### src/rtl/demux_stream_1_4_if.sv
// demux_stream_1_4_if: upstream stream, four-channel downstream bus
// and debug counters of the 1-to-4 stream demultiplexer.
interface demux_stream_1_4_if #(
    parameter int DATA_W = 8,
    parameter int CNT_W  = 8
);
    logic              in_valid;
    logic              in_ready;
    logic [DATA_W-1:0] in_data;
    logic [1:0]        in_sel;
    logic              rr_mode;
    logic [3:0]        out_valid;
    logic [3:0]        out_ready;
    logic [DATA_W-1:0] out_data;
    logic [1:0]        out_sel;
    logic [4*CNT_W-1:0] cnt;

    modport master (
        output in_valid, in_data, in_sel, rr_mode, out_ready,
        input  in_ready, out_valid, out_data, out_sel, cnt
    );

    modport slave (
        input  in_valid, in_data, in_sel, rr_mode, out_ready,
        output in_ready, out_valid, out_data, out_sel, cnt
    );
endinterface

### src/rtl/demux_stream_1_4.sv
// demux_stream_1_4: one-word registered 1-to-4 stream demultiplexer
// with addressed or round-robin dispatch and per-channel counters.
module demux_stream_1_4 #(
    parameter int DATA_W = 8,
    parameter int CNT_W  = 8
) (
    input logic               clk,
    input logic               rst,
    demux_stream_1_4_if.slave s
);
    logic              hold_valid;
    logic [1:0]        hold_sel;
    logic [DATA_W-1:0] hold_data;
    logic [1:0]        rr_ptr;
    logic [CNT_W-1:0]  cnt_q [4];

    logic       accept;
    logic       deliver;
    logic [1:0] eff_sel;

    // Only the held word's channel can stall the stage.
    assign deliver = hold_valid && s.out_ready[hold_sel];
    assign s.in_ready = !rst && (!hold_valid || s.out_ready[hold_sel]);
    assign accept  = s.in_valid && s.in_ready;
    assign eff_sel = s.rr_mode ? rr_ptr : s.in_sel;

    assign s.out_valid = hold_valid ? (4'b0001 << hold_sel) : 4'b0000;
    assign s.out_data  = hold_data;
    assign s.out_sel   = hold_sel;

    always_comb begin
        s.cnt = '0;
        for (int i = 0; i < 4; i++) begin
            s.cnt[i*CNT_W +: CNT_W] = cnt_q[i];
        end
    end

    always_ff @(posedge clk) begin
        if (rst) begin
            hold_valid <= 1'b0;
            hold_sel   <= '0;
            hold_data  <= '0;
            rr_ptr     <= '0;
        end else begin
            if (accept) begin
                hold_valid <= 1'b1;
                hold_sel   <= eff_sel;
                hold_data  <= s.in_data;
            end else if (deliver) begin
                hold_valid <= 1'b0;
            end
            if (accept && s.rr_mode) begin
                rr_ptr <= rr_ptr + 2'd1;
            end
        end
    end

    always_ff @(posedge clk) begin
        for (int i = 0; i < 4; i++) begin
            if (rst) begin
                cnt_q[i] <= '0;
            end else if (deliver && hold_sel == 2'(i)) begin
                cnt_q[i] <= cnt_q[i] + CNT_W'(1);
            end
        end
    end
endmodule

### src/flat_wrapper.sv
// flat-port wrapper written by rule: the top's interface ports become plain ports
module demux_stream_1_4_flat 
#(
    parameter int DATA_W = 8,
    parameter int CNT_W  = 8
)
  (clk, rst, s_in_valid, s_in_data, s_in_sel, s_rr_mode, s_out_ready, s_in_ready, s_out_valid, s_out_data, s_out_sel, s_cnt);
  demux_stream_1_4_if #(.DATA_W(DATA_W), .CNT_W(CNT_W)) s_i ();
  input logic clk;
  input logic rst;
  input wire logic [$bits(s_i.in_valid)-1:0] s_in_valid;
  input wire logic [$bits(s_i.in_data)-1:0] s_in_data;
  input wire logic [$bits(s_i.in_sel)-1:0] s_in_sel;
  input wire logic [$bits(s_i.rr_mode)-1:0] s_rr_mode;
  input wire logic [$bits(s_i.out_ready)-1:0] s_out_ready;
  output wire logic [$bits(s_i.in_ready)-1:0] s_in_ready;
  output wire logic [$bits(s_i.out_valid)-1:0] s_out_valid;
  output wire logic [$bits(s_i.out_data)-1:0] s_out_data;
  output wire logic [$bits(s_i.out_sel)-1:0] s_out_sel;
  output wire logic [$bits(s_i.cnt)-1:0] s_cnt;
  assign s_i.in_valid = s_in_valid;
  assign s_i.in_data = s_in_data;
  assign s_i.in_sel = s_in_sel;
  assign s_i.rr_mode = s_rr_mode;
  assign s_i.out_ready = s_out_ready;
  assign s_in_ready = s_i.in_ready;
  assign s_out_valid = s_i.out_valid;
  assign s_out_data = s_i.out_data;
  assign s_out_sel = s_i.out_sel;
  assign s_cnt = s_i.cnt;
  demux_stream_1_4 #(.DATA_W(DATA_W), .CNT_W(CNT_W)) u_core (.clk(clk), .rst(rst), .s(s_i));
endmodule
### config.mk
export PLATFORM = sky130hd
export DESIGN_NAME = demux_stream_1_4_flat
export DESIGN_NICKNAME = d
export VERILOG_FILES = /design/src/rtl/demux_stream_1_4_if.sv /design/src/rtl/demux_stream_1_4.sv /design/src/flat_wrapper.sv
export SDC_FILE = /design/constraint.sdc
export NUM_CORES = 1
export LEC_CHECK = 0
export BUFFER_PORTS_ARGS = -buffer_cell sky130_fd_sc_hd__buf_4
export CAP_MARGIN = 10
export CORE_ASPECT_RATIO = 0.6
export CORE_MARGIN = 3
export CORE_UTILIZATION = 52
export CTS_BUF_LIST = sky130_fd_sc_hd__clkbuf_16
export DETAILED_ROUTE_END_ITERATION = 8
export GPL_TIMING_DRIVEN = 0
export PLACE_DENSITY_LB_ADDON = 0.05
export SETUP_SLACK_MARGIN = 0.1
export SLEW_MARGIN = 20
export SYNTH_ARGS = -nofsm -noshare
export SYNTH_HDL_FRONTEND = slang
export SYNTH_SLANG_ARGS = --single-unit
export TNS_END_PERCENT = 5
### constraint.sdc
create_clock -name clk -period 1.72 [get_ports clk]
set_input_delay 0.344 -clock clk [delete_from_list [all_inputs] [get_ports clk]]
set_output_delay 0.344 -clock clk [all_outputs]
set_load 0.02 [all_outputs]
# ---- Word-level counts from Yosys, hierarchy flattened
# Memory sizes are Yosys's and may differ from the RTL's.
# Cells that the tools add are included.
dict set report word_totals {
  reg_bits 13
  mem_bits_rw 32
  in_bits 18
  out_inout_bits 47
  wordCells 56
  memories 1
}
# name words word_bits rd rd_ports_with_merged_regs write_ports line
set mem_list {}
lappend mem_list {u_core.cnt_q 4 8 4 0 4 demux_stream_1_4.sv:15} ;# logic [CNT_W-1:0] cnt_q [4];
dict set report classes {
  addsub 5
  magnitude_cmp 1
  eq_ne 3
  shifts 1
  muxes 24
  bitwise 4
  reduce_logical 13
}
# cell count
set ops {}
lappend ops {{adder 8 x 1 -> 8 bit (second input constant)} 4}
lappend ops {{2-to-1 mux 8 bit} 4}
lappend ops {{2-to-1 mux 1 bit} 17}
lappend ops {{logical AND 1 bit} 8}
lappend ops {{== test 2 bit (second input constant)} 2}
lappend ops {{2-to-1 mux 4 bit} 1}
lappend ops {{OR 1 bit} 4}
lappend ops {{left shift 1 x 2 -> 4 bit (first input constant)} 1}
lappend ops {{less-than comparator 2 x 3 -> 1 bit (second input constant)} 1}
lappend ops {{adder 2 x 1 -> 2 bit (second input constant)} 1}
lappend ops {{binary-select mux 1 bit (select 2 bit)} 1}
lappend ops {{== test 2 x 1 -> 1 bit (second input constant)} 1}
lappend ops {{logical NOT 1 bit} 2}
lappend ops {{logical NOT 2 bit} 1}
lappend ops {{2-to-1 mux 2 bit} 1}
lappend ops {{nonzero test 2 bit} 1}
lappend ops {{logical OR 1 bit} 1}

# ---- Depth between registers and ports, before layout
dict set report logic_depth {
  word_depth 8
  mapped_depth 5
  ltp_nobuf 4
}

# ---- Least setup slack after synthesis
# No wires, ideal clock.
dict set report synth_timing {
  path_kind {register -> output}
  startpoint {register u_core.hold_sel[1] (netlist: u_core.s.out_sel[1])}
  endpoint {output s_in_ready}
  arrival_ps 1337
  required_time_ps 1376
  path_slack_ps 39
  path_stages_with_launch 4
  path_buffers 1
  cell_sequence {dfxtp_1 nor2b_1 buf_2 a221oi_1}
}
dict set report synth_via {
  elab_chain_cells 4
}
# item line
set synth_lines {}
lappend synth_lines {{start, declared} demux_stream_1_4.sv:12} ;# logic [1:0] hold_sel;
lappend synth_lines {{start signal, assigned} demux_stream_1_4.sv:47} ;# hold_sel <= eff_sel;
lappend synth_lines {{binary-select mux 1 bit (select 2 bit)} demux_stream_1_4.sv:23} ;# assign s.in_ready = !rst && (!hold_valid || s.out_ready[hold_sel]);
lappend synth_lines {{2-to-1 mux 1 bit (implied by the code)} demux_stream_1_4.sv:23}
lappend synth_lines {{logical OR 1 bit} demux_stream_1_4.sv:23}
lappend synth_lines {{logical AND 1 bit} demux_stream_1_4.sv:23}
lappend synth_lines {{end, declared} flat_wrapper.sv:16} ;# output wire logic [$bits(s_i.in_ready)-1:0] s_in_ready;
# No other way between the ends. The select of a mux whose other input is x is not followed.

# ---- Final worst setup path
dict set report layout_timing {
  startpoint {register u_core.hold_valid}
  endpoint {output s_in_ready}
}
dict set report layout_via {
  elab_chain_cells 3
}
# item line
set layout_lines {}
lappend layout_lines {{start, declared} demux_stream_1_4.sv:11} ;# logic hold_valid;
lappend layout_lines {{start signal, assigned} demux_stream_1_4.sv:40} ;# hold_valid <= 1'b0;
lappend layout_lines {{start signal, assigned} demux_stream_1_4.sv:46} ;# hold_valid <= 1'b1;
lappend layout_lines {{start signal, assigned} demux_stream_1_4.sv:50} ;# hold_valid <= 1'b0;
lappend layout_lines {{logical NOT 1 bit} demux_stream_1_4.sv:23}
lappend layout_lines {{logical OR 1 bit} demux_stream_1_4.sv:23}
lappend layout_lines {{logical AND 1 bit} demux_stream_1_4.sv:23}
# No other way between the ends.

==> impl_metrics.yaml <==
status:
  status: "complete, no violations"
floorplan:
  die-area_um2: 5300
  count_of_pins_on_the_block_boundary: 65
  initial_core_util_pct: 55.1
  core_area_um2: 4190
  die_w_um: 92.0
  rows: 18
  die_h_um: 57.6
placement:
  buffer_ports.inserted: 64
  placedCellCount: 344
  weighted_congestion_at_the_end_of_routability_driven_global_placement: 0.745
  placement.cell_area_um2: 2870
  dp.final_hpwl_mm: 3.62
sta:
  setup_violations: 0
  achievable-frequency_ghz: 0.601
  layout_worst_path_cycle_share_pct: 96.8
  final-hold-violation-count: 0
  slew-limit-headroom_pct: 67.0
  final_max_slew_viol_count: 0
  worstMarginPinSlew_ns: 0.495
  finalWorstPathRequiredPeriod_ns: 1.67
  unrepaired_setup_endpoints_after_global_routing: "yes"
  fin_skew_ns: 0.00564
final_layout:
  nFillCells: 322
  antennaDiodeCount: 0
  fraction_of_final_layout_cells_sized_beyond_drive_strength_1_pct: 32.2
  final_cell_count_without_fillers: 358
  num-nets-final: 319
  postLayoutCellArea_um2: 3130
  area_growth_syn_to_layout_pct: 35.5
hold_path:
  holdCritPathClass: "in2reg"
drt:
  firstDrtPassIters: 4
  detail_route.drc_violations: 0
  routed_wire_length_per_instance_um: 14.1
  totalWireLength_mm: 5.04
  drt_iter0_markers: 83
  drt-vias-per-instance: 5.29
  vias: 1895
  drt.antenna.violating_nets: 0
power:
  static-leakage-power_nw: 1.26
  post-layout-total-power_mw: 2.62
  power-per-cell-area_nw_per_um2: 837
  worst_ir_drop_on_vdd_uv: 577
logic_synthesis:
  syn-instance-count: 220
  area_share_of_the_largest_cell_type_after_synthesis_pct: 41.6
  ys_async_sr_fraction_pct: 0
  synth_seq_cells: 45
  yosys-top-cells-area: "sky130_fd_sc_hd__edfxtp_1 42%, sky130_fd_sc_hd__dfxtp_1 11%, sky130_fd_sc_hd__nand2b_1 5.2%, sky130_fd_sc_hd__mux2i_1 4.8%, sky130_fd_sc_hd__nor2_1 4.2%"
  number_of_enable_flip_flop_cells_after_synthesis: 32
  synth_seq_area_share_pct: 52.9
  ys_types: 31
  synthesis.nets: 242
  yosysWarningCount: 0
  synth.cell_area_um2: 2310
  synth_ff_type: "sky130_fd_sc_hd__edfxtp_1"
  syn-mean-instance-area_um2: 10.5
  netlist.top_cell.by_area: "sky130_fd_sc_hd__edfxtp_1"
critical_path:
  worstPathMaxFanout: 5
  critical-path-max-stage-delay_ns: 0.35
  timing.critical_path.from_type: "flop"
  critical-path-top-cell-by-count: "sky130_fd_sc_hd__buf_6"
  crit_chain: "nor2b_4, buf_6, a221oi_4, buf_6"
  criticalPathCategory: "reg2out"
  critPathTopFamily: "flip-flops"
  cp.arrival_ns: 1.32
  worstSetupEndpointType: "primary output"
  crit_buf_inv: 2
  worst_endpoint_required_time_ns: 1.38
  setup.reg_to_reg.worst_slack_ns: 0.07
  crit_slowest_cell: "sky130_fd_sc_hd__dfxtp_4"
global_route:
  grt_max_degree: 15
  grt_first_pass_wirelength_mm: 8.14
  grt_util_all_layers_pct: 19.7
  globalRouteOverflowTotal: 0
  antenna_found_initial: 0
  first_global_vias: 1831
clock_network:
  clk_latency_ns: 0.29
  clk_pin_slew_ns: 0.06
  numCtsBuffers: 5
  tritoncts_clock_tree: "done"
  clock_tree.root_cell: "sky130_fd_sc_hd__clkbuf_16"
  tritoncts_num_sinks: 45
  h-tree-depth: 2
  cts-root-to-sink-buffers: 2
  cts_hold_buffers: 0
job:
  timing.max_cap.violations: 0
cell usage in the layout, fill, tap and decap left out, drive strengths merged, types with 8 or more instances in the layout:
| cell | n |
|---|---|
| clkbuf | 11 |
| nor2 | 26 |
| edfxtp | 32 |
| nand2 | 15 |
| or3 | 11 |
| nand3 | 11 |
| buf | 73 |
| dfxtp | 13 |
| o21ai | 8 |
| nand2b | 19 |
| xor2 | 8 |
| mux2i | 12 |
| a21oi | 12 |
report_power, final:
group	switching (mW)	leakage [nW]	internal [mW]
combinational	0.214	0.753	0.194
clock	0.401	0.0696	0.533
sequential	0.0569	0.440	1.22
total	0.672	1.26	1.94
cell usage after synthesis, drive strengths merged, types with 4 or more instances:
master,number
or4,4
xnor2,4
a221oi,6
nor2,26
xor2,8
a21oi,12
mux2i,12
clkbuf,6
nand2b,19
dfxtp,13
inv,6
o31ai,4
nand3,11
nor2b,4
nand2,15
edfxtp,32
ha,4
or3,11
o21ai,8
worst min-delay path, cell delays in order:
cell and delay, ns:
sky130_fd_sc_hd__buf_4 0.10, sky130_fd_sc_hd__a221oi_1 0.05, sky130_fd_sc_hd__nor2_1 0.07
sequential cells by signal, summed over array words and instances, names as in the netlist:
register,cells
u_core.s.out_sel,2
u_core.hold_valid,1
u_core.cnt_q,32
u_core.rr_ptr,2
u_core.s.out_data,8
kinds of logic (layout without fill, tap and decap cells):
family	Yosys count	after routing	synth area share [%]
compound gates	35	35	9.87
xor+xnor	12	12	4.56
fa+ha+maj	4	4	2.17
buf+inv	15	93	2.87
flops	45	45	52.9
mux	15	15	6.83
simple gates	94	94	20.8
through the flow:
stage	setup TNS [ns]	hold slack [ns]	setup slack [ns]	utilization [%]
floorplan	0	0.470	0.124	-
global placement	0	0.462	0.0432	68.5
detailed placement	0	0.469	0.0145	68.5
CTS	-0.0138	0.304	-0.0138	72.6
finish	0	0.310	0.0548	74.6
global route	0	0.325	0.00465	74.6
layout make-up:
class | instances | area (um2) | share of cell area, %
timing repair buffer | 70 | 529 | 16.9
multi-input combinational | 160 | 1080 | 34.5
buffer | 9 | 50.0 | 1.60
sequential | 45 | 1230 | 39.3
tap | 60 | 75.1 | 2.40
inverter | 6 | 22.5 | 0.721
clock inverter | 3 | 17.5 | 0.560
clock buffer | 5 | 125 | 4.00
per-layer routing:
layer	GRT usage, %	up-vias	wire length [um]
met5	0	-	0
met4	8.25	0	80
met3	4.48	7	293
met2	31.7	54	2350
met1	25.9	886	2310
li1	-	948	-
worst paths after layout:
path | from | end | depth (start not counted)
setup / recovery | u_core.hold_valid | s_in_ready | 4
hold / removal | s_in_valid | u_core.hold_valid | 3
setup reg to reg | u_core.s.out_sel[0] | u_core.s.out_sel[0] | 5
hold reg to reg | u_core.s.out_data[2] | u_core.s.out_data[2] | 2
repair_timing:
action	in CTS	in global routing
buffers inserted	0	6
gates resized for setup	7	9
pin swaps	0	1
endpoints found under the setup margin	26	23
Note: power is estimated with default switching activity, not from simulation.
